===== src/rtl/alu_req_sched_pkg.sv =====
// Shared types and constants for the two-requester ALU scheduler.
package alu_req_sched_pkg;

  localparam int unsigned ALU_W = 4;

  localparam logic [2:0] OP_ADD = 3'd0;
  localparam logic [2:0] OP_SUB = 3'd1;
  localparam logic [2:0] OP_AND = 3'd2;
  localparam logic [2:0] OP_OR  = 3'd3;
  localparam logic [2:0] OP_XOR = 3'd4;
  localparam logic [2:0] OP_NOT = 3'd5;
  localparam logic [2:0] OP_SHL = 3'd6;
  localparam logic [2:0] OP_SHR = 3'd7;

  typedef enum logic [1:0] {
    StIdle = 2'd0,
    StExec = 2'd1,
    StResp = 2'd2
  } state_e;

endpackage


===== src/rtl/rr_arb2.sv =====
// Combinational two-way round-robin grant; ptr_i names the requester that wins a tie.
module rr_arb2 (
  input  logic [1:0] valid_i,
  input  logic       ptr_i,
  output logic [1:0] grant_o
);

  always_comb begin
    grant_o    = 2'b00;
    grant_o[0] = valid_i[0] & (~valid_i[1] | ~ptr_i);
    grant_o[1] = valid_i[1] & (~valid_i[0] | ptr_i);
  end

endmodule


===== src/rtl/alu_req_sched.sv =====
// Round-robin scheduler sharing one external combinational ALU between two requesters.
module alu_req_sched
  import alu_req_sched_pkg::*;
#(
  parameter int unsigned EXEC_CYCLES = 1,
  parameter int unsigned CNT_W       = 8
) (
  input  logic             clk,
  input  logic             rst_n,
  input  logic             req0_valid,
  output logic             req0_ready,
  input  logic [ALU_W-1:0] req0_a,
  input  logic [ALU_W-1:0] req0_b,
  input  logic [2:0]       req0_op,
  input  logic             req1_valid,
  output logic             req1_ready,
  input  logic [ALU_W-1:0] req1_a,
  input  logic [ALU_W-1:0] req1_b,
  input  logic [2:0]       req1_op,
  output logic             resp_valid,
  input  logic             resp_ready,
  output logic             resp_id,
  output logic [ALU_W-1:0] resp_result,
  output logic             resp_carry,
  output logic             resp_zero,
  output logic [ALU_W-1:0] alu_a,
  output logic [ALU_W-1:0] alu_b,
  output logic [2:0]       alu_op,
  input  logic [ALU_W-1:0] alu_result,
  input  logic             alu_carry,
  output logic [CNT_W-1:0] op_count
);

  localparam logic [3:0] ExecLast = 4'(EXEC_CYCLES - 1);

  state_e           state_q;
  logic             ptr_q;
  logic [3:0]       cnt_q;
  logic [1:0]       grant;
  logic             idle;
  logic [ALU_W-1:0] sel_a;
  logic [ALU_W-1:0] sel_b;
  logic [2:0]       sel_op;

  rr_arb2 u_arb (
    .valid_i ({req1_valid, req0_valid}),
    .ptr_i   (ptr_q),
    .grant_o (grant)
  );

  assign idle       = (state_q == StIdle);
  assign req0_ready = idle & grant[0];
  assign req1_ready = idle & grant[1];

  always_comb begin
    sel_a  = req0_a;
    sel_b  = req0_b;
    sel_op = req0_op;
    if (grant[1]) begin
      sel_a  = req1_a;
      sel_b  = req1_b;
      sel_op = req1_op;
    end
  end

  always_ff @(posedge clk) begin
    if (!rst_n) begin
      state_q     <= StIdle;
      ptr_q       <= 1'b0;
      cnt_q       <= '0;
      alu_a       <= '0;
      alu_b       <= '0;
      alu_op      <= '0;
      resp_valid  <= 1'b0;
      resp_id     <= 1'b0;
      resp_result <= '0;
      resp_carry  <= 1'b0;
      resp_zero   <= 1'b0;
      op_count    <= '0;
    end else begin
      unique case (state_q)
        StIdle: begin
          if (|grant) begin
            alu_a   <= sel_a;
            alu_b   <= sel_b;
            alu_op  <= sel_op;
            resp_id <= grant[1];
            // Next tie goes to whoever lost this one.
            ptr_q   <= grant[0];
            cnt_q   <= '0;
            state_q <= StExec;
          end
        end
        StExec: begin
          if (cnt_q == ExecLast) begin
            resp_result <= alu_result;
            resp_carry  <= alu_carry;
            resp_zero   <= (alu_result == '0);
            resp_valid  <= 1'b1;
            state_q     <= StResp;
          end else begin
            cnt_q <= cnt_q + 4'd1;
          end
        end
        StResp: begin
          if (resp_ready) begin
            resp_valid <= 1'b0;
            op_count   <= op_count + CNT_W'(1);
            state_q    <= StIdle;
          end
        end
        default: state_q <= StIdle;
      endcase
    end
  end

endmodule


===== config.mk =====
export PLATFORM = sky130hd
export DESIGN_NAME = alu_req_sched
export DESIGN_NICKNAME = d
export VERILOG_FILES = /design/src/rtl/alu_req_sched_pkg.sv /design/src/rtl/rr_arb2.sv /design/src/rtl/alu_req_sched.sv
export SDC_FILE = /design/constraint.sdc
export NUM_CORES = 1
export LEC_CHECK = 0
export CAP_MARGIN = 0
export CORE_MARGIN = 10
export CORE_UTILIZATION = 25
export DETAILED_ROUTE_END_ITERATION = 8
export PLACE_DENSITY = 0.62
export SLEW_MARGIN = 40
export SYNTH_ARGS = -nofsm -noshare
export SYNTH_HDL_FRONTEND = slang
export SYNTH_SLANG_ARGS = --single-unit

===== constraint.sdc =====
create_clock -name clk -period 1.75 [get_ports clk]
set_clock_uncertainty 0.05 [all_clocks]
set_input_delay 0.35 -clock clk [delete_from_list [all_inputs] [get_ports clk]]
set_output_delay 0.35 -clock clk [all_outputs]
set_load 0.05 [all_outputs]

==> summary.txt <==
Clocking
  • Cts hold-fix bufs: 0
  • Clk slew on worst S/H paths: around 0.07 ns
  • Maximum clock path buffer count: 2
  • H-tree depth: 2
  • TritonCTS clock tree: done
  • Num CTS Buffers: 5
  • Clock Tree Root: clkbuf_8
  • TritonCTS Sinks: 34
  • Clock latency on the worst-skew pair: around 0.28 ns

Yosys
  • Syn avg cell area: around 8.6 µm²
  • Register bit count reported by yosys: 34
  • Simple-gate share of the synthesized area: 0.2130
  • Mapped Nets: 220
  • EDFF count, synth: 0
  • Mux cell area share after synthesis: 0.006265
  • Cell taking the most area after synthesis: dfxtp_1
  • Largest family of logic cells by synthesized area: compound AO/OA/AOI/OAI gates
  • Post-synthesis adder-cell area fraction: 0.02349
  • XOR/XNOR share of the synthesized area: 0.01096
  • Complex-gate fraction of the synthesized area: 0.2741
  • Sequential fraction of the synthesis area: 0.4260
  • Post-Syn Area: 1598 µm²
  • Primary FF master, synth: dfxtp_1
  • FFs w/ async S/R, synth: 0
  • Cell variety after synth: 36
  • Syn. warnings: 0
  • Synth top area cells: dfxtp_1 43%, a21oi_1 8.8%, o21ai_0 6.6%
  • Top cell type's share of synthesized area: 0.4260
  • Cells after Synth: 185

Timing
  • RSZ-0062 raised after global routing: false
  • Worst slew pin tran: ~0.77 ns
  • Worst slew margin: 0.4862
  • Setup Viol. Count Final: 0
  • Fin. Hold Viols: 0
  • Slew Viols, Final: 0
  • Final Critical Period: ~1.7 ns
  • Setup TNS: 0 ns
  • Fin crit share: 0.9520
  • Max Fclk: 600.3 MHz

Detailed routing
  • DRT iter0 DRCs: slightly below 60
  • Post-route DRC: 0
  • Via density: 4.973
  • Total Routed Length: between 4 and 5 mm
  • Via count: ~1700
  • WL/cell: between 10 and 15 µm
  • Initial DRT Pass Iterations: 4
  • Post-route ant nets: 0

Cells and area
  • Ant diodes: 0
  • Finished Cell Area: 2450 µm²
  • Finished Layout Cells: 332
  • Final nets: slightly below 300
  • Share of post-route cells with drive strength above 1: 0.2353
  • Commonest non-fill, non-tap cell in the layout: buf_4
  • Most frequent cells in the layout: 42 x buf_4, 33 x dfxtp_1, 29 x clkdlybuf4s50_1, 27 x a21oi_1, 21 x o21ai_0
  • Layout Area Growth over Synthesis: 53.33%

Critical path
  • Kind of critical path: flop to primary output
  • Reg-to-reg critical path startpoint: state_q[0]
  • R2R Setup Slk: 0.15 ns
  • Worst-path fanout max: 5
  • Worst R2R Path Depth: 3
  • Startpoint Class: flop
  • Critical Path RT: about 1.4 ns
  • CP arrival: between 1 and 1.5 ns
  • Element type at the critical path end: primary output
  • Critical R2R Capture: alu_b[0]
  • CP startpoint: state_q[0]
  • Crit path to: req1_ready

Die
  • Initial Util: 0.2545
  • Die X: between 90 and 100 µm
  • IO Pins: approximately 60
  • Site row count: 29
  • CORE AREA: 6277 µm²
  • Die ar.: between 9000 and 10000 µm²
  • Chip Height: approximately 100 µm

Global routing
  • GR Overflow Total: 0
  • First-pass GRT wire length: 7.845 mm
  • Initial antenna violation count: 0
  • GR Util All Layers: 0.09495
  • Number of global-route vias before repair: 1656
  • Largest net degree at the start of global routing: 23

Pwr
  • LEAKAGE: around 0.00094 µW
  • Maximum VDD drop: 0.3192 mV
  • Power per cell area: a little over 800 nW/µm²

Place
  • Placed Cells incl. Taps: about 330
  • Input/output buffers: 60
  • RePlAce Congestion: a little over 0.8
  • Post-DP HPWL: between 3 and 4 mm
  • Placed cell area: between 2000 and 2500 µm²

Hold path
  • Hold Path Class: flop to flop

Run status
  • Status: finished, final reports clean

Flow run
  • MaxCap Viol Count: 0
kinds of logic after synthesis:
family,Yosys count
and+or+nand+nor,55
AOI/OAI and AO/OA,72
DFF,34
xor gates and xnor gates,2
muxes,1
adders and majority gates,3
buffers and inverters,18
synthesized netlist by cell type, types with 2 or more instances:
cell,number
a311oi_1,12
and2b_1,2
o21ai_0,21
ha_1,3
dfxtp_1,34
inv_1,4
a21oi_1,28
buf_2,3
nand3b_1,11
or3_1,3
or2_2,2
nand4_1,2
xor2_1,2
or4_1,3
clkbuf_1,9
nand2_1,3
nor3b_1,2
o21a_1,2
clkbuf_2,2
nand3_1,11
o221ai_1,2
o31ai_1,2
nor2_1,9
report_power, final:
| group | leakage [µW] | switching, µW | internal, µW | total [µW] |
|---|---|---|---|---|
| clock network | 0.0000383 | 265 | 274 | 539 |
| logic | 0.000623 | 377 | 252 | 629 |
| registers | 0.000279 | 33.3 | 831 | 864 |
metal layers:
metal  vias up  wire (µm)  share of wire  GRT usage
li1        837          -              -          -
met1       749       2162           0.45     0.1146
met2        60       1797           0.38     0.1224
met3         5        763           0.16    0.07280
met4         0         40         0.0084    0.03638
met5         -          0              0          0
sequential cells by signal, indices dropped and copies added (netlist names):
name	flops
resp_id	1
resp_valid	1
alu_op	3
alu_b	4
resp_carry	1
resp_zero	1
resp_result	4
op_count	8
state_q	2
ptr_q	1
cnt_q	4
alu_a	4
metrics by stage:
step,utilization,setup WS (ns),total power [µW],hold WS (ns)
2_1_floorplan,-,0.08573,1252,0.4176
3_3_place_gp,0.3765,-0.1781,1510,0.4128
3_5_place_dp,0.3765,-0.2539,1508,0.4191
4_1_cts,0.3895,0.03097,2048,0.4281
5_1_grt,0.3903,0.02068,2141,0.4551
6_report,0.3903,0.08407,2032,0.4285
layout make-up:
type	count	area, µm²
Timing Repair Buffer	77	703.2
Sequential cell	34	681.9
Clock buffer	7	76.32
Fill cell	629	3827
Inverter	4	15.01
Tap cell	77	96.34
Multi-Input combinational cell	133	877.1
worst min path at each step:
stage | from | end | slack [ns] | cells past startpoint
final | resp_result[3] | resp_result[3] | 0.43 | 2
after floorplan | rst_n | resp_id | 0.42 | 1
after detailed placement | resp_result[3] | resp_result[3] | 0.42 | 2
after global routing | op_count[7] | op_count[7] | 0.46 | 2
after CTS | resp_result[3] | resp_result[3] | 0.43 | 2
after global placement | resp_result[3] | resp_result[3] | 0.41 | 2
worst max-delay path, stage by stage, from the launching register on:
cell and delay (ns):
dfxtp_1 0.31, or2_4 0.29, nor3_4 0.22, buf_12 0.17
what timing repair did:
action                     in CTS  in global routing
setup endpoints to repair       2                  2
setup buffers                   0                  0
resized for setup               6                  1
cloned                          0                  0
pin swaps                       1                  1
Power figures use the tool's default switching activity.
